==> config.mk <==
export PLATFORM = sky130hd
export DESIGN_NAME = icon_read_requester
export DESIGN_NICKNAME = d
export VERILOG_FILES = /design/src/rtl/icon_read_requester.sv
export SDC_FILE = /design/constraint.sdc
export NUM_CORES = 1
export LEC_CHECK = 0
export ABC_AREA = 1
export CAP_MARGIN = 5
export CORE_MARGIN = 2
export CORE_UTILIZATION = 43
export CTS_CLUSTER_SIZE = 14
export DETAILED_ROUTE_END_ITERATION = 10
export PLACE_DENSITY_LB_ADDON = 0.2
export SLEW_MARGIN = 30
export SYNTH_ARGS = -nofsm -noshare
export SYNTH_HDL_FRONTEND = slang
export SYNTH_SLANG_ARGS = --single-unit
export TNS_END_PERCENT = 5
==> constraint.sdc <==
create_clock -name clk -period 1.8 [get_ports clk]
set_clock_uncertainty 0.05 [all_clocks]
set_input_delay 0.27 -clock clk [delete_from_list [all_inputs] [get_ports clk]]
set_output_delay 0.27 -clock clk [all_outputs]
set_load 0.1 [all_outputs]
==> src/rtl/icon_read_requester.sv <==
// Purpose: queues operand read requests and fetches them one at a time from a producer EU tx port.
// Latency: push into an empty FIFO while idle -> tx request 2 cycles later; success -> response next cycle.
// Backpressure: req_ready_o drops when the FIFO is full; a held response waits for resp_ready_i.
// Optional feature: define ICON_REQ_TIMEOUT_EN to abort a read after MAX_RETRY unsuccessful REQ cycles.
module icon_read_requester #(
    parameter int ADDR_W     = 8,
    parameter int DATA_W     = 32,
    parameter int LOG2_DEPTH = 2,
    parameter int MAX_RETRY  = 15
) (
    input  logic              clk,
    input  logic              reset,
    input  logic [ADDR_W-1:0] req_addr_i,
    input  logic              req_valid_i,
    output logic              req_ready_o,
    output logic [ADDR_W-1:0] icon_tx_addr_o,
    output logic              icon_tx_req_valid_o,
    input  logic [DATA_W-1:0] icon_tx_data_i,
    input  logic              icon_tx_success_i,
    output logic [ADDR_W-1:0] resp_addr_o,
    output logic [DATA_W-1:0] resp_data_o,
    output logic              resp_valid_o,
    input  logic              resp_ready_i,
    output logic              resp_error_o
);

    localparam int DEPTH = 1 << LOG2_DEPTH;

    typedef enum logic [1:0] {
        S_IDLE,
        S_REQ,
        S_RESP
    } state_t;

    state_t state_q, state_d;

    logic [ADDR_W-1:0]     mem [DEPTH];
    logic [LOG2_DEPTH-1:0] wr_ptr, rd_ptr;
    logic [LOG2_DEPTH:0]   count;
    logic [ADDR_W-1:0]     addr_q;
    logic [DATA_W-1:0]     data_q;
    logic                  push, pop, capture;

`ifdef ICON_REQ_TIMEOUT_EN
    localparam int RETRY_W = $clog2(MAX_RETRY + 1);
    logic [RETRY_W-1:0] retry_q;
    logic               err_q;
    logic               timeout;
`endif

    // Occupancy never exceeds DEPTH, so the count MSB alone marks a full FIFO.
    assign req_ready_o = ~count[LOG2_DEPTH];
    assign push        = req_valid_i && req_ready_o;

    assign icon_tx_addr_o = addr_q;
    assign resp_addr_o    = addr_q;
    assign resp_data_o    = data_q;

    // State register.
    always_ff @(posedge clk) begin
        if (reset) state_q <= S_IDLE;
        else       state_q <= state_d;
    end

    // Next-state and handshake outputs; only one read is ever in flight.
    always_comb begin
        state_d             = state_q;
        pop                 = 1'b0;
        capture             = 1'b0;
        icon_tx_req_valid_o = 1'b0;
        resp_valid_o        = 1'b0;
`ifdef ICON_REQ_TIMEOUT_EN
        timeout             = 1'b0;
`endif
        case (state_q)
            S_IDLE: begin
                if (count != '0) begin
                    pop     = 1'b1;
                    state_d = S_REQ;
                end
            end
            S_REQ: begin
                icon_tx_req_valid_o = 1'b1;
                if (icon_tx_success_i) begin
                    capture = 1'b1;
                    state_d = S_RESP;
                end
`ifdef ICON_REQ_TIMEOUT_EN
                // Fires on the MAX_RETRY-th consecutive REQ cycle without success.
                else if (retry_q == RETRY_W'(MAX_RETRY - 1)) begin
                    timeout = 1'b1;
                    state_d = S_RESP;
                end
`endif
            end
            S_RESP: begin
                resp_valid_o = 1'b1;
                if (resp_ready_i) state_d = S_IDLE;
            end
            default: state_d = S_IDLE;
        endcase
    end

    // FIFO storage; contents need no reset since pointers define validity.
    always_ff @(posedge clk) begin
        if (push) mem[wr_ptr] <= req_addr_i;
    end

    // FIFO pointers and occupancy; simultaneous push and pop keep the count.
    always_ff @(posedge clk) begin
        if (reset) begin
            wr_ptr <= '0;
            rd_ptr <= '0;
            count  <= '0;
        end else begin
            if (push) wr_ptr <= wr_ptr + 1'b1;
            if (pop)  rd_ptr <= rd_ptr + 1'b1;
            case ({push, pop})
                2'b10:   count <= count + 1'b1;
                2'b01:   count <= count - 1'b1;
                default: count <= count;
            endcase
        end
    end

    // Address latches on pop and stays put through REQ and RESP; data latches on success.
    always_ff @(posedge clk) begin
        if (reset) begin
            addr_q <= '0;
            data_q <= '0;
        end else begin
            if (pop)     addr_q <= mem[rd_ptr];
            if (capture) data_q <= icon_tx_data_i;
`ifdef ICON_REQ_TIMEOUT_EN
            if (timeout) data_q <= '0;
`endif
        end
    end

`ifdef ICON_REQ_TIMEOUT_EN
    // Retry counter runs only while waiting in REQ; error flag marks an aborted read.
    always_ff @(posedge clk) begin
        if (reset) begin
            retry_q <= '0;
            err_q   <= 1'b0;
        end else begin
            if (state_q == S_REQ && state_d == S_REQ) retry_q <= retry_q + 1'b1;
            else                                      retry_q <= '0;
            if (capture)      err_q <= 1'b0;
            else if (timeout) err_q <= 1'b1;
        end
    end

    assign resp_error_o = err_q;
`else
    assign resp_error_o = 1'b0;
`endif

endmodule
==> Word level (Yosys, flattened, before mapping) <==
Memories as Yosys holds them, arrays and structs flattened. A register that Yosys moved wholly into a read port is not among the register bits.
Cells that the tools add are included.
{ "totals": {"word_cells": 36, "in_bits": 45, "out_inout_bits": 52, "register_bits": 41, "rom_bits": 0, "latchBits": 0, "n_memories": 1, "ramBits": 32} }
{ "memory_table": {"columns": ["memory", "depth", "width", "rd", "rd_clocked_by_memory_dff", "wr", "line_no", "rtl"], "rows": [
  ["mem", 4, 8, 1, 1, 1, "37", "logic [ADDR_W-1:0] mem [DEPTH];"]
]} }
{ "classes": {"n_shift": 0, "div": 0, "mul": 0, "reduce_logical": 5, "n_mux": 13, "bitwise": 1, "magnitude_cmp": 0, "n_addsub": 4, "n_eq_ne": 7} }
{ "op_table": {"columns": ["op", "count"], "rows": [
  ["$mux 1", 8],
  ["$mux 2", 3],
  ["$ne 2x2->1 const B", 3],
  ["$pmux 2 s3", 1],
  ["$pmux 3 s2", 1],
  ["$add 2x1->2 const B", 2],
  ["$eq 2x1->1 const B", 2],
  ["$eq 2x2->1 const B", 2],
  ["$add 3x1->3 const B", 1],
  ["$reduce_and 3->1", 1],
  ["$reduce_bool 3->1", 1],
  ["$sub 3x1->3 const B", 1],
  ["$logic_not 2->1", 1],
  ["$reduce_bool 2->1", 1],
  ["$logic_and 1x1->1", 1],
  ["$not 1->1", 1]
]} }

==> Logic depth before layout (Yosys ltp) <==
{ "depth": {"depth_word": 5, "mapped_depth": 14} }

==> Worst setup path after synthesis <==
No wires, ideal clock.
{ "synth_timing": {"path_kind": "flip-flop to flip-flop", "startpoint": "register count[2]", "endpoint": "register count[1]", "path_stages_with_launch": 7, "n_path_buf": 0, "synth_period_minus_slack_ps": 2267, "t_arrival_ps": 2148, "slack_ps": -467, "cell_sequence": "dfxtp_1 inv_1 nand2_1 ha_1 inv_1 fa_1 a21oi_1"} }
{ "synth_between": {"elab_cells_between_ends": 9, "classes_between": "2 x eq/ne; 3 x mux; 1 x bitwise; 3 x reduce/logical"} }
{ "synth_rtl": {"columns": ["item", "line_no", "rtl"], "rows": [
  ["start: declaration", "39", "logic [LOG2_DEPTH:0] count;"],
  ["start signal: assignment", "119", "2'b10: count <= count + 1'b1;"],
  ["start signal: assignment", "120", "2'b01: count <= count - 1'b1;"],
  ["start signal: assignment", "121", "default: count <= count;"],
  ["$not 1->1 *", "52", "assign req_ready_o = ~count[LOG2_DEPTH];"],
  ["via req_ready_o", "15", "output logic req_ready_o,"],
  ["$logic_and 1x1->1 *", "53", "assign push = req_valid_i && req_ready_o;"],
  ["$eq 2x1->1 or $eq 2x2->1 (tied branches)", "118", "case ({push, pop})"],
  ["$pmux 3 s2 or $reduce_bool 2->1 (tied branches)", null, null]
]} }
The timed path passes the listed nets; every way through them passes the cells marked *.
A chain may end at the register's enable or synchronous reset.

==> Worst setup path after layout <==
{ "layout_timing": {"startpoint": "register count[1]", "endpoint": "register count[2]"} }
{ "layout_between": {"elab_chain_cells": 5, "elab_cells_between_ends": 9, "classes_between": "2 x add/sub; 2 x eq/ne; 3 x mux; 2 x reduce/logical"} }
{ "layout_lines": {"columns": ["item", "line_no", "rtl"], "rows": [
  ["$reduce_bool 3->1 *", "77", "if (count != '0) begin"],
  ["$mux 1 *", "77", null],
  ["$mux 1 *", "75", "case (state_q)"],
  ["via pop", "42", "logic push, pop, capture;"],
  ["$eq 2x1->1 or $eq 2x2->1 (tied branches)", "118", null],
  ["$pmux 3 s2 or $reduce_bool 2->1 (tied branches)", null, null]
]} }
Marks and branches as above.

==> impl_metrics.env <==
export IMPL_async_flop_share_pct=0
export IMPL_worstPathMaxFanout=2
export IMPL_final_cell_count_no_fill=605
export IMPL_rsz0062_at_grt="no"
export IMPL_total_power_w=0.00848
export IMPL_worst_skew_pair_late_latency_ps=350
export IMPL_grt_util_all_layers_pct=18.7
export IMPL_min_period_over_period_pct=91.2
export IMPL_die_y_um=93.6
export IMPL_antenna_found_initial=0
export IMPL_dp_hpwl_mm=5.39
export IMPL_ys_top_cells_by_area="dfxtp_1, edfxtp_1, nand2_1, nand3_1, inv_1"
export IMPL_final_hold_worst_slack_ps=443
export IMPL_netlist_instances=402
export IMPL_critical_path_slowest_cell="dfxtp_2"
export IMPL_core_mm2=0.00777
export IMPL_yosysWarningCount=0
export IMPL_portBuffers=95
export IMPL_post_synth_instance_area_mm2=0.00345
export IMPL_drt_pass1_iterations=5
export IMPL_power_static_leakage_nw=2.18
export IMPL_grt_first_pass_wirelength_mm=12.5
export IMPL_finalMaxSlewViolations=0
export IMPL_critical_path_max_stage_delay_ps=330
export IMPL_num_nets_final=549
export IMPL_fin_setup_tns_ps=0
export IMPL_nFillCells=628
export IMPL_clock_root_buffer="clkbuf_8"
export IMPL_crit_path_start_kind="flop"
export IMPL_ant_nets=0
export IMPL_route_detailed_wl_per_inst_um=12.6
export IMPL_synth_ff_latch_count=81
export IMPL_clock_fmax_mhz=609
export IMPL_critical_path_class="reg -> reg"
export IMPL_grt_max_degree=34
export IMPL_seq_area_frac_synth_pct=56.3
export IMPL_tritoncts_num_sinks=81
export IMPL_detail_route_wirelength_mm=7.60
export IMPL_hold_path_class="in -> reg"
export IMPL_synthDominantCellAreaShare_pct=28.4
export IMPL_netlist_cell_type_count=22
export IMPL_synth_top_cell_by_area="dfxtp_1"
export IMPL_edff_count_synth=32
export IMPL_layout_area_overhead_vs_synth_pct=51.4
export IMPL_clk_path_buf_depth=2
export IMPL_detailroute_via_count=2790
export IMPL_synth_most_common_cell="nand2_1"
export IMPL_post_route_cells_drive_above_1_share_pct=19.3
export IMPL_synth_fp_nets=453
export IMPL_synth_common_cells="nand2_1, inv_1, nand3_1"
export IMPL_total_inserted_antenna_cells=0
export IMPL_numPlacedInstances=586
export IMPL_critical_path_arrival_ps=1870
export IMPL_path_cells="inv_1 > nand2_2 > nand2_1 > inv_2 > ha_4 > inv_1 > fa_2 > nand2_1 > nand3_1 > nand2_1 > nand2_1 > nor2_1"
export IMPL_grt_pass1_vias=2567
export IMPL_detail_route_vias_per_cell=4.61
export IMPL_status="finished clean"
export IMPL_ys_dominant_reg_cell="dfxtp_1"
export IMPL_initial_utilization_pct=44.4
export IMPL_place_gp_congestion=0.766
export IMPL_end_kind="flop"
export IMPL_crit_required_ps=2030
export IMPL_path_common_cell="nand2_1"
export IMPL_io_pins=97
export IMPL_max_cap_violations=0
export IMPL_final_min_clock_period_ps=1640
export IMPL_finalInstanceArea_mm2=0.00522
export IMPL_placement_cell_area_mm2=0.00499
export IMPL_die_area_mm2=0.00875
export IMPL_worst_vdd_rail_ir_drop_v=0.000750
export IMPL_setup_violations_final=0
export IMPL_hold_viol=0
export IMPL_remaining_drc_errors=0
export IMPL_tritoncts="done"
export IMPL_cts_made_buffers=9
export IMPL_grt_overflow_total=0
export IMPL_synth_area_per_inst_um2=8.58
export IMPL_cts_htree_levels=3
export IMPL_clk_pin_slew_worst_paths_ps=80
export IMPL_floorplan_rows=32
export IMPL_power_per_cell_area_mw_per_mm2=1620
export IMPL_die_width_um=93.6
export IMPL_first_iter_violations=179
-- cell type report --
| cell class | count | area [µm²] | share of cell area [%] |
|---|---|---|---|
| sequential | 81 | 1940 | 37.2 |
| clock buffer | 13 | 139 | 2.66 |
| timing repair buffer | 115 | 1620 | 31.1 |
| multi-input combinational | 231 | 1090 | 20.9 |
| tap | 102 | 128 | 2.44 |
| inverter | 60 | 231 | 4.43 |
| clock inverter | 3 | 65.1 | 1.25 |
-- power breakdown --
| part | switching (W) | total, W | internal [W] | leakage [nW] |
|---|---|---|---|---|
| logic | 0.00297 | 0.00460 | 0.00163 | 1.39 |
| clock network | 0.000604 | 0.00139 | 0.000782 | 0.102 |
| registers | 0.000277 | 0.00250 | 0.00222 | 0.694 |
-- per-stage QoR --
stage	setup slack (ps)	utilization, %
2_1_floorplan	-315	-
3_3_place_gp	-32.2	64.2
5_1_grt	9.26	67.2
6_report	159	67.2
4_1_cts	18.5	66.9
3_5_place_dp	-95.7	64.2
-- routing by layer --
metal	global-route usage, %	share of wire, %
met5	0	0
met4	8.33	2.3
met3	6.61	6.5
met2	28.5	48
met1	23.9	43
-- cells by family after synthesis --
| kind of cell | synth area share (%) |
|---|---|
| AOI/OAI and AO/OA | 6.49 |
| adders and majority gates | 2.39 |
| buffers and inverters | 12.9 |
| DFF | 56.3 |
| other | 0.109 |
| and+or+nand+nor | 21.8 |
-- path summary, 6_finish.rpt --
path                                             startpoint                            to  slack, ps  cells past startpoint
worst max-delay path                  count[1]$_SDFFE_PP0P_         count[2]$_SDFFE_PP0P_        160                     12
worst min-delay path                     icon_tx_data_i[22]  resp_data_o[22]$_SDFFE_PP0P_        440                      3
worst max register to register        count[1]$_SDFFE_PP0P_         count[2]$_SDFFE_PP0P_        160                     12
worst min register to register  resp_data_o[8]$_SDFFE_PP0P_   resp_data_o[8]$_SDFFE_PP0P_        450                      2
-- flip-flops by register name, summed over array words and instances (netlist names) --
name,flops
rd_ptr,2
resp_data_o,32
icon_tx_addr_o,8
state_q,2
mem,32
count,3
wr_ptr,2
-- placed cells by master (no fill, tap or decap) --
master and n:
clkbuf_1 4, conb_1 1, dfxtp_1 47, inv_2 2, nand2_4 2, clkinvlp_4 1
buf_12 52, dfxtp_2 2, nand2_2 1, inv_1 55, bufinv_16 2, o21ai_0 5
nand3_1 50, clkinv_2 1, ha_4 1, clkbuf_8 9, fa_2 1, nand2_1 99
nor2_4 1, buf_4 19, ha_1 4, clkdlybuf4s50_1 44, edfxtp_1 32, inv_4 1
a21oi_2 1, nor2_1 26, nor2_2 1, a21oi_1 38, clkinv_1 1
-- critical path, delay by kind of cell (launching register included) --
family / cells / cell delay, ps
AND/OR/NAND/NOR: 7 / 550
flip-flops: 1 / 330
adder cells (fa/ha/maj): 2 / 450
buffers and inverters: 3 / 210
-- repair_timing --
item / 4_1_cts / 5_1_grt
buffers inserted: 0 / 3
hold buffers: 0 / 0
endpoints found under the setup margin: 0 / 2
gates resized for setup: 0 / 4
No activity file was read; power rests on OpenSTA's default activity.
